## config.mk

```make
export PLATFORM = sky130hd
export DESIGN_NAME = lfsr_seq_ctrl
export DESIGN_NICKNAME = d
export VERILOG_FILES = /design/src/rtl/lfsr_pkg.sv /design/src/rtl/lfsr_period_meas.sv /design/src/rtl/lfsr_seq_ctrl.sv
export SDC_FILE = /design/constraint.sdc
export NUM_CORES = 1
export LEC_CHECK = 0
export CORE_UTILIZATION = 40
export DETAILED_ROUTE_END_ITERATION = 12
export PLACE_DENSITY = 0.82
export SLEW_MARGIN = 10
export SYNTH_ARGS = -nofsm -noshare
export SYNTH_HDL_FRONTEND = slang
export SYNTH_SLANG_ARGS = --single-unit
```

## constraint.sdc

```tcl
create_clock -name clk -period 2.4 [get_ports clk]
set_clock_uncertainty 0.15 [all_clocks]
set_input_delay 0.72 -clock clk [delete_from_list [all_inputs] [get_ports clk]]
set_output_delay 0.72 -clock clk [all_outputs]
set_load 0.005 [all_outputs]
```

## src/rtl/lfsr_pkg.sv

```systemverilog
// Shared constants for the LFSR sequencer slice: FSM state encodings,
// default widths and the value substituted for an all-zero seed.
package lfsr_pkg;

  localparam int unsigned NB_LFSR_DEF = 8;
  localparam int unsigned NB_CNT_DEF  = 16;

  localparam logic [7:0] SEED_SUBST = 8'h01;

  localparam logic [1:0] IDLE = 2'd0;
  localparam logic [1:0] LOAD = 2'd1;
  localparam logic [1:0] RUN  = 2'd2;
  localparam logic [1:0] DONE = 2'd3;

endpackage

```

## src/rtl/lfsr_period_meas.sv

```systemverilog
// Period measurement for the LFSR sequencer: compares the generator output
// with the run seed one cycle after each step and captures the step count
// at the first return to seed. Only built with LFSR_PERIOD_MEAS_EN.
module lfsr_period_meas
  import lfsr_pkg::*;
#(
  parameter int unsigned NB_LFSR = NB_LFSR_DEF,
  parameter int unsigned NB_CNT  = NB_CNT_DEF
) (
  input  logic               clk,
  input  logic               i_rst,
  input  logic               i_clear,
  input  logic               i_valid,
  input  logic [NB_LFSR-1:0] i_lfsr,
  input  logic [NB_LFSR-1:0] i_seed,
  input  logic [NB_CNT-1:0]  i_steps,
  output logic [NB_CNT-1:0]  o_period,
  output logic               o_period_valid
);

  logic              valid_d;
  logic [NB_CNT-1:0] period_q;
  logic              period_valid_q;
  logic              match;

  // i_lfsr and i_steps both reflect the step issued last cycle
  assign match = valid_d && (i_lfsr == i_seed) && !period_valid_q;

  // Track last-cycle step and capture the first match of the run
  always_ff @(posedge clk) begin
    if (i_rst) begin
      valid_d        <= 1'b0;
      period_q       <= '0;
      period_valid_q <= 1'b0;
    end else begin
      valid_d <= i_valid;
      if (i_clear) begin
        period_q       <= '0;
        period_valid_q <= 1'b0;
      end else if (match) begin
        period_q       <= i_steps;
        period_valid_q <= 1'b1;
      end
    end
  end

  assign o_period       = period_q;
  assign o_period_valid = period_valid_q;

endmodule

```

## src/rtl/lfsr_seq_ctrl.sv

```systemverilog
// Run sequencer for one generador_lfsr instance: accepts seed/length
// requests, loads the seed via soft reset, steps the generator honouring
// pause/abort, flags all-zero lock-up and (with LFSR_PERIOD_MEAS_EN defined)
// measures the sequence period.
module lfsr_seq_ctrl
  import lfsr_pkg::*;
#(
  parameter int unsigned NB_LFSR = NB_LFSR_DEF,
  parameter int unsigned NB_CNT  = NB_CNT_DEF
) (
  input  logic               clk,
  input  logic               i_rst,
  input  logic               i_req_valid,
  output logic               o_req_ready,
  input  logic [NB_LFSR-1:0] i_req_seed,
  input  logic [NB_CNT-1:0]  i_req_len,
  input  logic               i_pause,
  input  logic               i_abort,
  output logic [NB_LFSR-1:0] o_seed,
  output logic               o_soft_reset,
  output logic               o_valid,
  input  logic [NB_LFSR-1:0] i_lfsr,
  output logic               o_busy,
  output logic               o_done,
  output logic [NB_CNT-1:0]  o_steps,
  output logic [NB_CNT-1:0]  o_period,
  output logic               o_period_valid,
  output logic               o_lockup,
  output logic               o_seed_fixed
);

  localparam logic [NB_LFSR-1:0] SEED_ONE = NB_LFSR'(SEED_SUBST);
  localparam logic [NB_CNT-1:0]  CNT_ONE  = NB_CNT'(1);

  logic [1:0]         state_q, state_d;
  logic [NB_LFSR-1:0] seed_q;
  logic [NB_CNT-1:0]  len_q;
  logic [NB_CNT-1:0]  steps_q;
  logic               lockup_q;
  logic               seed_fixed_q;

  logic accept;
  logic lfsr_zero;
  logic stop_run;
  logic step;
  logic last_step;

  assign accept    = (state_q == IDLE) && i_req_valid;
  assign lfsr_zero = (state_q == RUN) && (i_lfsr == '0);
  // abort and lock-up share priority over stepping
  assign stop_run  = (state_q == RUN) && (i_abort || lfsr_zero);
  assign step      = (state_q == RUN) && !i_pause && !stop_run;
  assign last_step = step && ((steps_q + CNT_ONE) == len_q);

  // Next-state selection
  always_comb begin
    state_d = state_q;
    case (state_q)
      IDLE:    if (accept) state_d = LOAD;
      LOAD:    state_d = (len_q != '0) ? RUN : DONE;
      RUN:     if (stop_run || last_step) state_d = DONE;
      DONE:    state_d = IDLE;
      default: state_d = IDLE;
    endcase
  end

  // State, latched request and run results
  always_ff @(posedge clk) begin
    if (i_rst) begin
      state_q      <= IDLE;
      seed_q       <= SEED_ONE;
      len_q        <= '0;
      steps_q      <= '0;
      lockup_q     <= 1'b0;
      seed_fixed_q <= 1'b0;
    end else begin
      state_q <= state_d;
      if (accept) begin
        seed_q       <= (i_req_seed == '0) ? SEED_ONE : i_req_seed;
        len_q        <= i_req_len;
        steps_q      <= '0;
        lockup_q     <= 1'b0;
        seed_fixed_q <= (i_req_seed == '0);
      end else begin
        if (step && (steps_q != len_q)) steps_q <= steps_q + CNT_ONE;
        if (lfsr_zero) lockup_q <= 1'b1;
      end
    end
  end

`ifdef LFSR_PERIOD_MEAS_EN
  lfsr_period_meas #(
    .NB_LFSR(NB_LFSR),
    .NB_CNT (NB_CNT)
  ) u_period_meas (
    .clk           (clk),
    .i_rst         (i_rst),
    .i_clear       (accept),
    .i_valid       (step),
    .i_lfsr        (i_lfsr),
    .i_seed        (seed_q),
    .i_steps       (steps_q),
    .o_period      (o_period),
    .o_period_valid(o_period_valid)
  );
`else
  assign o_period       = '0;
  assign o_period_valid = 1'b0;
`endif

  assign o_req_ready  = (state_q == IDLE);
  assign o_soft_reset = (state_q == LOAD);
  assign o_busy       = (state_q == LOAD) || (state_q == RUN);
  assign o_done       = (state_q == DONE);
  assign o_valid      = step;
  assign o_seed       = seed_q;
  assign o_steps      = steps_q;
  assign o_lockup     = lockup_q;
  assign o_seed_fixed = seed_fixed_q;

endmodule

```

==> out/metrics.csv <==
stage;metric;value;unit
status;violations;setup timing;
timing;setup_viol;2;
pwr;vdd_drop_max;484;uV
clock_network;cts_max_path_buffers;2;
timing;rsz0062_at_grt;yes;
worst_hold_path;hold_path_class;reg -> reg;
timing;tns;-0.240;ns
clock_network;ctsHoldBuffers;0;
placed_design;dp_hpwl;5350;um
global_route;gr-total-overflow;0;
setup_path;required;1.53;ns
clock_network;cts-buffers-inserted;5;
placed_design;dp.cells;481;
route;wire_per_inst;14.2;um
global_route;antenna_found_initial;0;
global_route;gr-usage-met3;4.95;%
final_layout;multiInputGateArea;1710;um2
setup_path;crit_family;simple AND/OR/NAND/NOR gates;
placed_design;dp_slack;-0.856;ns
floorplan;num_io_pins;85;
setup_path;crit_slowest_cell;or4_4;
synthesis;ys_types;44;
final_layout;layout_commonest_cell;nand2_1;
pwr;p_sw;0.865;mW
pwr;internal-power;1.65;mW
final_layout;final_cell_mix;nand2_1 (63), clkdlybuf4s50_1 (54), buf_4 (43);
final_layout;layoutNonFillerInstCount;498;
synthesis;yosysTopAreaCell;dfxtp_1;
route;avgViaCountPerCell;5.03;
synthesis;synth-seq-cells;44;
timing;drv_slew;0;
timing;min_period_over_period;108;%
clock_network;cts_sinks;44;
synthesis;netlist.area_leader.share;34.2;%
global_route;grt_pass1_vias;2407;
pwr;combPwrFrac;39.6;%
synthesis;synthArstFlopShare;0;%
timing;fmaxAchievable;0.386;GHz
clock_network;worstSkewPairLatency;0.31;ns
synthesis;syn-cell-area;2570;um2
clock_network;cts-root-buf;clkbuf_8;
synthesis;yosysSeqAreaShare;34.2;%
floorplan;die-area;6760;um2
setup_path;cp_num_buf_inv;2;
global_route;grt_max_degree;25;
final_layout;fin_area;3960;um2
final_layout;final_layout_size_suffix_gt1_share;28.8;%
global_route;grt_pass1_wl;11500;um
route;dr_total_vias;2506;
route;first_pass_iters;4;
pwr;seqPwrFrac;36.3;%
final_layout;final_util;65.4;%
floorplan;fp.dieH;82.2;um
floorplan;placementRows;28;
placed_design;port_buffers;67;
pwr;power.density;634;nW/um2
placed_design;place_area;3600;um2
floorplan;start_util;42.4;%
timing;hold_viol;0;
global_route;gr-usage-met2;39.4;%
final_layout;n_antenna_cell;0;
route;remaining_drc_errors;0;
synthesis;synth_flop_cell;dfxtp_1;
synthesis;ys_top_cells_by_area;dfxtp_1 (34%), nand2_1 (9.3%), xor2_1 (7.1%);
setup_path;critPathLaunchType;input pin;
final_layout;area_growth;54.0;%
setup_path;cp.arrival;1.72;ns
synthesis;synth.avg_cell_area;8.22;um2
setup_path;critical-path-max-stage-delay;0.54;ns
clock_network;clk_pin_slew;0.09;ns
synthesis;synth_warnings;0;
final_layout;fin_nets;464;
final_layout;regArea;897;um2
final_layout;nFillCells;474;
placed_design;gp_congestion;0.871;
floorplan;coreArea;6060;um2
pwr;leakagePower;1.65;nW
route;ant_nets;0;
clock_network;cts_max_level;2;
timing;holdWs;0.310;ns
setup_path;cp-end-kind;output port;
timing;setup_ws;-0.190;ns
route;wl;7070;um
timing;min_period;2.59;ns
pwr;power.total;2.51;mW
route;drtIter0Drc;132;
synthesis;synth_edf_count;0;
clock_network;cts_tree;built;
synthesis;syn_inst;313;
status;status;finished, violations left;
global_route;busiest_layer;met2;
floorplan;dieWidth;82.2;um
pwr;p_clk_share;24.1;%
global_route;grtUsageMet1;28.7;%
pwr;switching_share;34.5;%
setup_path;critical_path_class;in -> out;
job;drv_cap;0;
global_route;track_usage;22.9;%
setup_path;cp_cell_sequence;buf_6 -> or4_4 -> o21ai_4 -> nor2_2 -> buf_2;
setup_path;path_max_fanout;2;
-- layout make-up --
cell class	count	area share, %
Sequential cell	44	22.6
Clock buffer	5	1.74
Clock inverter	3	1.17
Tap cell	75	2.37
Timing Repair Buffer	120	28.4
Multi-Input combinational cell	247	43.3
Inverter	4	0.379
-- repair_timing --
item / CTS / global route
buffers inserted: 7 / 3
pin swaps: 12 / 18
gates resized for setup: 51 / 28
endpoints found under the setup margin: 23 / 11
-- sequential cells by signal, summed over array words and instances, names as in the netlist --
register / flops
state_q: 2
o_steps: 16
o_seed: 8
o_lockup: 1
len_q: 16
o_seed_fixed: 1
-- layer usage --
layer	share of wire (%)	vias up	wire, um
met3	5.4	7	380
met5	0	-	0
met2	50	81	3520
met4	1.0	0	71
li1	-	1240	-
met1	44	1178	3100
-- path summary, 6_finish.rpt --
check                  start          to  slack [ns]  cells after the start
setup / recovery   i_lfsr[6]     o_valid       -0.19                      5
setup reg to reg  o_steps[7]  o_steps[8]        0.01                     10
hold reg to reg    o_seed[4]   o_seed[4]        0.31                      2
hold / removal     o_seed[4]   o_seed[4]        0.31                      2
-- synth_stat cells, types with 2 or more instances --
cell type,instances
or4_1,6
a21oi_1,28
nand2_1,64
nor4_2,2
nand4_1,9
nand3_1,6
nand3_2,2
xnor2_2,3
xnor2_1,15
o21ai_0,2
nor4b_1,2
nor4_1,4
clkbuf_1,9
dfxtp_1,44
o31ai_1,2
buf_4,22
nor2_1,27
buf_6,3
nand2_2,8
mux2i_1,2
ha_1,5
xor2_1,21
nor3_1,2
inv_1,4
nand4_4,2
-- cells by family (layout without fill, tap and decap cells) --
kind of cell               Yosys count  in the layout  share of synthesized area [%]
AOI/OAI and AO/OA                   42             42                           9.92
xor gates and xnor gates            39             39                           14.2
adders and majority gates            5              5                           2.43
buffers and inverters               38            132                           9.63
DFF                                 44             44                           34.2
muxes                                2              2                          0.778
other                                1             17                          0.146
and+or+nand+nor                    142            142                           28.7
-- worst reg2reg max path, delay by kind of cell, from the launching register on --
family / cells / cell delay (ns)
and+or+nand+nor: 4 / 0.75
buffers and inverters: 3 / 0.41
DFF: 1 / 0.34
xor gates and xnor gates: 2 / 0.32
AOI/OAI and AO/OA: 1 / 0.30
-- power by group through the flow --
stage / Sequential, mW / Clock (mW) / Combinational [mW]
after floorplan: 0.909 / 0 / 0.528
after global placement: 0.914 / 0 / 0.910
after detailed placement: 0.920 / 0 / 0.931
after CTS: 0.910 / 0.614 / 0.959
after global routing: 0.925 / 0.643 / 1.08
final: 0.913 / 0.605 / 0.994
Power figures use the tool's default switching activity.
